[src/rtl/mips_rf_pkg.sv]
// Shared constants for the MIPS register file slice: index width, register count and special indices.
package mips_rf_pkg;
    localparam int REG_IDX_W = 5;
    localparam int NREGS     = 32;
    localparam int DATA_W    = 32;

    localparam logic [REG_IDX_W-1:0] REG_ZERO = 5'd0;
    localparam logic [REG_IDX_W-1:0] REG_RA   = 5'd31;
endpackage

[src/rtl/rf_scoreboard.sv]
// Per-register in-flight writer counters, operand-pending/stall logic and sticky retire error.
// Pending form depends on WB_BYPASS_EN (retiring operand is not pending when defined).
module rf_scoreboard
    import mips_rf_pkg::*;
#(
    parameter int NREGS    = mips_rf_pkg::NREGS,
    parameter int SB_CNT_W = 2
) (
    input  logic                 clock,
    input  logic                 reset_n,
    input  logic                 wb_rwe,
    input  logic [REG_IDX_W-1:0] wb_dst,
    input  logic                 iss_valid,
    input  logic                 iss_rwe,
    input  logic [REG_IDX_W-1:0] iss_dst,
    input  logic                 iss_rs_used,
    input  logic [REG_IDX_W-1:0] rs_addr,
    input  logic                 iss_rt_used,
    input  logic [REG_IDX_W-1:0] rt_addr,
    output logic                 stall,
    output logic                 sb_err
);

    localparam logic [SB_CNT_W-1:0] CNT_MAX = '1;
    localparam logic [SB_CNT_W-1:0] CNT_ONE = SB_CNT_W'(1);

    logic [SB_CNT_W-1:0] cnt_q [NREGS];
    logic                retire;
    logic                issue;
    logic                rs_pend;
    logic                rt_pend;
    logic                dst_full;
    logic [NREGS-1:0]    issue_oh;
    logic [NREGS-1:0]    retire_oh;

    assign retire = wb_rwe && (wb_dst != REG_ZERO);

    always_comb begin
        rs_pend  = 1'b0;
        rt_pend  = 1'b0;
`ifdef WB_BYPASS_EN
        rs_pend = (cnt_q[rs_addr] > CNT_ONE) ||
                  ((cnt_q[rs_addr] == CNT_ONE) && !(retire && (wb_dst == rs_addr)));
        rt_pend = (cnt_q[rt_addr] > CNT_ONE) ||
                  ((cnt_q[rt_addr] == CNT_ONE) && !(retire && (wb_dst == rt_addr)));
`else
        rs_pend = (cnt_q[rs_addr] != '0);
        rt_pend = (cnt_q[rt_addr] != '0);
`endif
        // A full counter blocks another writer, so counters can never wrap.
        dst_full = (cnt_q[iss_dst] == CNT_MAX);
        stall    = iss_valid && ((iss_rs_used && rs_pend) ||
                                 (iss_rt_used && rt_pend) ||
                                 (iss_rwe && dst_full));
    end

    assign issue     = iss_valid && !stall && iss_rwe && (iss_dst != REG_ZERO);
    assign issue_oh  = issue  ? (NREGS'(1) << iss_dst) : '0;
    assign retire_oh = retire ? (NREGS'(1) << wb_dst)  : '0;

    always_ff @(posedge clock or negedge reset_n) begin
        if (!reset_n) begin
            for (int r = 0; r < NREGS; r++) begin
                cnt_q[r] <= '0;
            end
            sb_err <= 1'b0;
        end else begin
            if (retire && (cnt_q[wb_dst] == '0)) begin
                sb_err <= 1'b1;
            end
            for (int r = 1; r < NREGS; r++) begin
                if (issue_oh[r] && !retire_oh[r]) begin
                    cnt_q[r] <= cnt_q[r] + 1'b1;
                end else if (retire_oh[r] && !issue_oh[r] && (cnt_q[r] != '0)) begin
                    cnt_q[r] <= cnt_q[r] - 1'b1;
                end
            end
        end
    end

endmodule

[src/rtl/regfile_wb_sink.sv]
// Register file written by writeback and read combinationally by decode, with in-flight scoreboard.
// Define WB_BYPASS_EN for write-through reads and same-cycle release of retiring operands.
module regfile_wb_sink
    import mips_rf_pkg::*;
#(
    parameter int DATA_W   = mips_rf_pkg::DATA_W,
    parameter int NREGS    = mips_rf_pkg::NREGS,
    parameter int SB_CNT_W = 2
) (
    input  logic                 clock,
    input  logic                 reset_n,
    input  logic                 wb_rwe,
    input  logic [REG_IDX_W-1:0] wb_dst,
    input  logic [DATA_W-1:0]    wb_data,
    input  logic [REG_IDX_W-1:0] rs_addr,
    input  logic [REG_IDX_W-1:0] rt_addr,
    output logic [DATA_W-1:0]    rs_data,
    output logic [DATA_W-1:0]    rt_data,
    input  logic                 iss_valid,
    input  logic                 iss_rwe,
    input  logic [REG_IDX_W-1:0] iss_dst,
    input  logic                 iss_rs_used,
    input  logic                 iss_rt_used,
    output logic                 stall,
    output logic                 sb_err
);

    logic [DATA_W-1:0] mem_q [NREGS];
    logic              wr_en;

    assign wr_en = wb_rwe && (wb_dst != REG_ZERO);

    always_ff @(posedge clock or negedge reset_n) begin
        if (!reset_n) begin
            for (int r = 0; r < NREGS; r++) begin
                mem_q[r] <= '0;
            end
        end else if (wr_en) begin
            mem_q[wb_dst] <= wb_data;
        end
    end

    // r0 is never written, but the explicit index check keeps reads at zero regardless.
    always_comb begin
        rs_data = '0;
        rt_data = '0;
        if (rs_addr != REG_ZERO) rs_data = mem_q[rs_addr];
        if (rt_addr != REG_ZERO) rt_data = mem_q[rt_addr];
`ifdef WB_BYPASS_EN
        if (wr_en && (wb_dst == rs_addr)) rs_data = wb_data;
        if (wr_en && (wb_dst == rt_addr)) rt_data = wb_data;
`endif
    end

    rf_scoreboard #(
        .NREGS    (NREGS),
        .SB_CNT_W (SB_CNT_W)
    ) u_sb (
        .clock       (clock),
        .reset_n     (reset_n),
        .wb_rwe      (wb_rwe),
        .wb_dst      (wb_dst),
        .iss_valid   (iss_valid),
        .iss_rwe     (iss_rwe),
        .iss_dst     (iss_dst),
        .iss_rs_used (iss_rs_used),
        .rs_addr     (rs_addr),
        .iss_rt_used (iss_rt_used),
        .rt_addr     (rt_addr),
        .stall       (stall),
        .sb_err      (sb_err)
    );

endmodule

[config.mk]
export PLATFORM = sky130hd
export DESIGN_NAME = regfile_wb_sink
export DESIGN_NICKNAME = d
export VERILOG_FILES = /design/src/rtl/mips_rf_pkg.sv /design/src/rtl/rf_scoreboard.sv /design/src/rtl/regfile_wb_sink.sv
export SDC_FILE = /design/constraint.sdc
export NUM_CORES = 2
export LEC_CHECK = 0
export CAP_MARGIN = 20
export CORE_MARGIN = 4
export CORE_UTILIZATION = 55
export DETAILED_ROUTE_END_ITERATION = 16
export GPL_TIMING_DRIVEN = 0
export PLACE_DENSITY_LB_ADDON = 0.25
export SYNTH_ARGS = -nofsm -noshare
export SYNTH_HDL_FRONTEND = slang
export SYNTH_SLANG_ARGS = --single-unit
[constraint.sdc]
create_clock -name clock -period 6.3 [get_ports clock]
set_input_delay 1.26 -clock clock [delete_from_list [all_inputs] [get_ports clock]]
set_output_delay 1.26 -clock clock [all_outputs]
set_load 0.01 [all_outputs]
==> out/qor.yml <==
drv_cap: 0
pwr-share-comb: 0.224
setup_violations: 4
power_switching_share: 0.287
drt-wirelength-per-cell_um: 33.1
leakagePower_uw: 0.0298
layout-drive-gt1-share: 0.360
num_vias: 44700
yosysMostFrequentCell: "dfrtp_1"
setup.worst_path.end_class: "output port"
cts_buffers: 117
grt_pass1_vias: 45200
ys_seq_elements: 1087
clkTransAtPathRegs_ns: 0.07
path_max_fanout: 10
clock_latency_ns: 0.77
period_needed_ns: 6.32
gp_congestion: 0.961
htreeDepth: 3
via_per_inst: 7.02
grt-ovfl-total: 0
outcome: "finished with violations"
setup_ws_ns: -0.0225
p_int_uw: 15200
tightest_slew_ns: 1.28
start_kind: "primary input"
stdcell_area_um2: 68100
drt-total-wl_um: 211000
r2r_start: "u_sb.cnt_q[38]"
hold_viol: 0
start_util: 0.554
filler_cell_count: 8053
antenna_found_initial: 4
cp.required_ns: 5.04
synth_top_area_share: 0.458
die_w_um: 337
critPathKind: "in -> out"
grt_use_total: 0.377
finalMaxSlewViolations: 0
violations: "setup timing"
syn_area_um2: 59400
crit_arrival_ns: 5.06
clock_sinks: 1087
hold_path.class: "in -> async"
yosys-top-cells-area: "dfrtp_1, mux4_2, mux2_2, nand2_1, clkbuf_1"
yosysUniqueCellTypes: 75
postCtsHoldBufs: 0
synthCells: 4558
fmax_ghz: 0.158
antenna_left: 0
synth_top_area_cell: "dfrtp_1"
yosysSeqAreaShare: 0.458
clkPwrFrac: 0.342
synth_ff_type: "dfrtp_1"
fp.dieH_um: 337
async_flop_share: 1.00
nets: 4928
clock_path_buffers: 3
row_count: 120
dpl.hpwl_um: 147000
io_buffers: 114
startpoint: "rs_addr[1]"
core_area_um2: 107000
synth_nets: 4617
max-slew-margin-rel: 0.141
dieArea_um2: 113000
finalPower_uw: 21300
synth_edf_count: 0
post_dp_cell_area_um2: 63500
seqCellArea_um2: 27200
power_frac_seq: 0.434
finClkSkew_ns: 0.0376
area_growth_pct: 14.5
drc: 0
drtIter0Drc: 6200
multiInputGateArea_um2: 30400
grt_max_degree: 170
power_density_nw_per_um2: 313
first_pass_iters: 8
power.switching_uw: 6120
io_pins: 125
synth_commonest_cells: "dfrtp_1, nand2_1, mux2_2, mux4_2, clkbuf_1"
cts_tree: "built"
yosysWarningCount: 2
grt_pass1_wl_um: 306000
cts_root_buf: "clkbuf_16"
rsz0062_at_grt: "no"
peakVddDrop_uv: 247
avgSynthCellArea_um2: 13.0
period_share: 1.00
==> metrics by stage <==
stage / setup slack (ns) / TNS (ns) / util / hold slack, ns / cells
3_5_place_dp: -1.40 / -58.87 / 0.593 / 0.451 / 6142
3_3_place_gp: -45.96 / - / 0.581 / 0.443 / 6075
2_1_floorplan: 1.44 / 0 / - / 0.441 / 4558
4_1_cts: 0.00400 / 0 / 0.633 / 0.428 / 6354
6_report: -0.0225 / -0.0600 / 0.635 / 0.402 / 6368
5_1_grt: 0.0102 / 0 / 0.635 / 0.431 / 6365
==> area by class of cell <==
class | count | share of cell area
Buffer | 461 | 0.0312
Clock buffer | 164 | 0.0496
Antenna cell | 3 | 0.000110
Multi-Input combinational cell | 2987 | 0.447
Sequential cell | 1087 | 0.400
Inverter | 23 | 0.00127
Tap cell | 1403 | 0.0258
Timing Repair Buffer | 192 | 0.0364
Clock inverter | 48 | 0.00921
==> critical path, cell delays in order <==
cell and delay (ns):
clkdlybuf4s50_1 0.71, buf_4 0.34, clkbuf_2 0.42, clkbuf_4 0.39, mux4_2 0.37, mux4_2 0.52
mux2i_1 0.41, nor2_1 0.10, clkdlybuf4s50_1 0.50
==> metal layers <==
layer,part of all wire,global-route usage,up-vias
met2,0.45,0.555,3149
li1,-,-,17400
met5,0.00098,0.0157,-
met4,0.067,0.213,12
met3,0.13,0.148,822
met1,0.36,0.479,23300
==> path summary, 6_finish.rpt <==
kind,endpoint,slack [ns],cells past startpoint
worst max-delay path,rs_data[5],-0.02,9
min in group clock,u_sb.sb_err,0.46,1
max in group asynchronous,mem_q[944],3.52,4
worst min-delay path,u_sb.cnt_q[37],0.40,1
worst min register to register,u_sb.sb_err,0.46,1
worst max register to register,u_sb.cnt_q[18],2.61,10
==> layout by cell type (no fill, tap or decap), types with 14 or more instances in the layout <==
cell type / instances
clkbuf_4: 30
clkdlybuf4s50_1: 113
mux4_2: 664
inv_1: 21
buf_8: 47
nand2_1: 1047
nor4_1: 25
clkbuf_8: 26
dfrtp_1: 1087
buf_16: 15
clkbuf_1: 314
nand3b_1: 20
mux2_2: 676
buf_6: 15
buf_1: 26
nand3_1: 38
mux2i_1: 62
clkbuf_16: 121
clkbuf_2: 45
clkinv_2: 23
nor3_1: 34
buf_2: 40
clkdlybuf4s15_2: 14
nor2_1: 138
a21oi_1: 44
o21ai_0: 15
==> power by group through the flow <==
stage,sequential (µW),combinational (µW),clock (µW)
floorplan,8970,3260,0
global placement,9250,4490,0
detailed placement,9290,4680,0
CTS,9180,4720,7270
global route,9370,5060,7570
finish,9240,4780,7290
==> registers in the layout (all words and copies together) (netlist names) <==
name	flops
mem_q	1024
u_sb.cnt_q	62
u_sb.sb_err	1
==> cell families (layout without fill, tap and decap cells) <==
kind of cell,count (synthesis),in the layout,share of synthesized area
multiplexers,1406,1406,0.391
AND/OR/NAND/NOR,1391,1391,0.0961
flip-flops,1087,1087,0.458
buffers and inverters,484,888,0.0318
AO/OA/AOI/OAI,181,181,0.0221
XOR/XNOR,9,9,0.00133
other,0,3,0
==> what timing repair did <==
| action | 4_1_cts | 5_1_grt |
|---|---|---|
| endpoints found under the setup margin | 64 | 20 |
| buffers inserted | 0 | 0 |
| resized for setup | 163 | 22 |
Power figures use the tool's default switching activity.
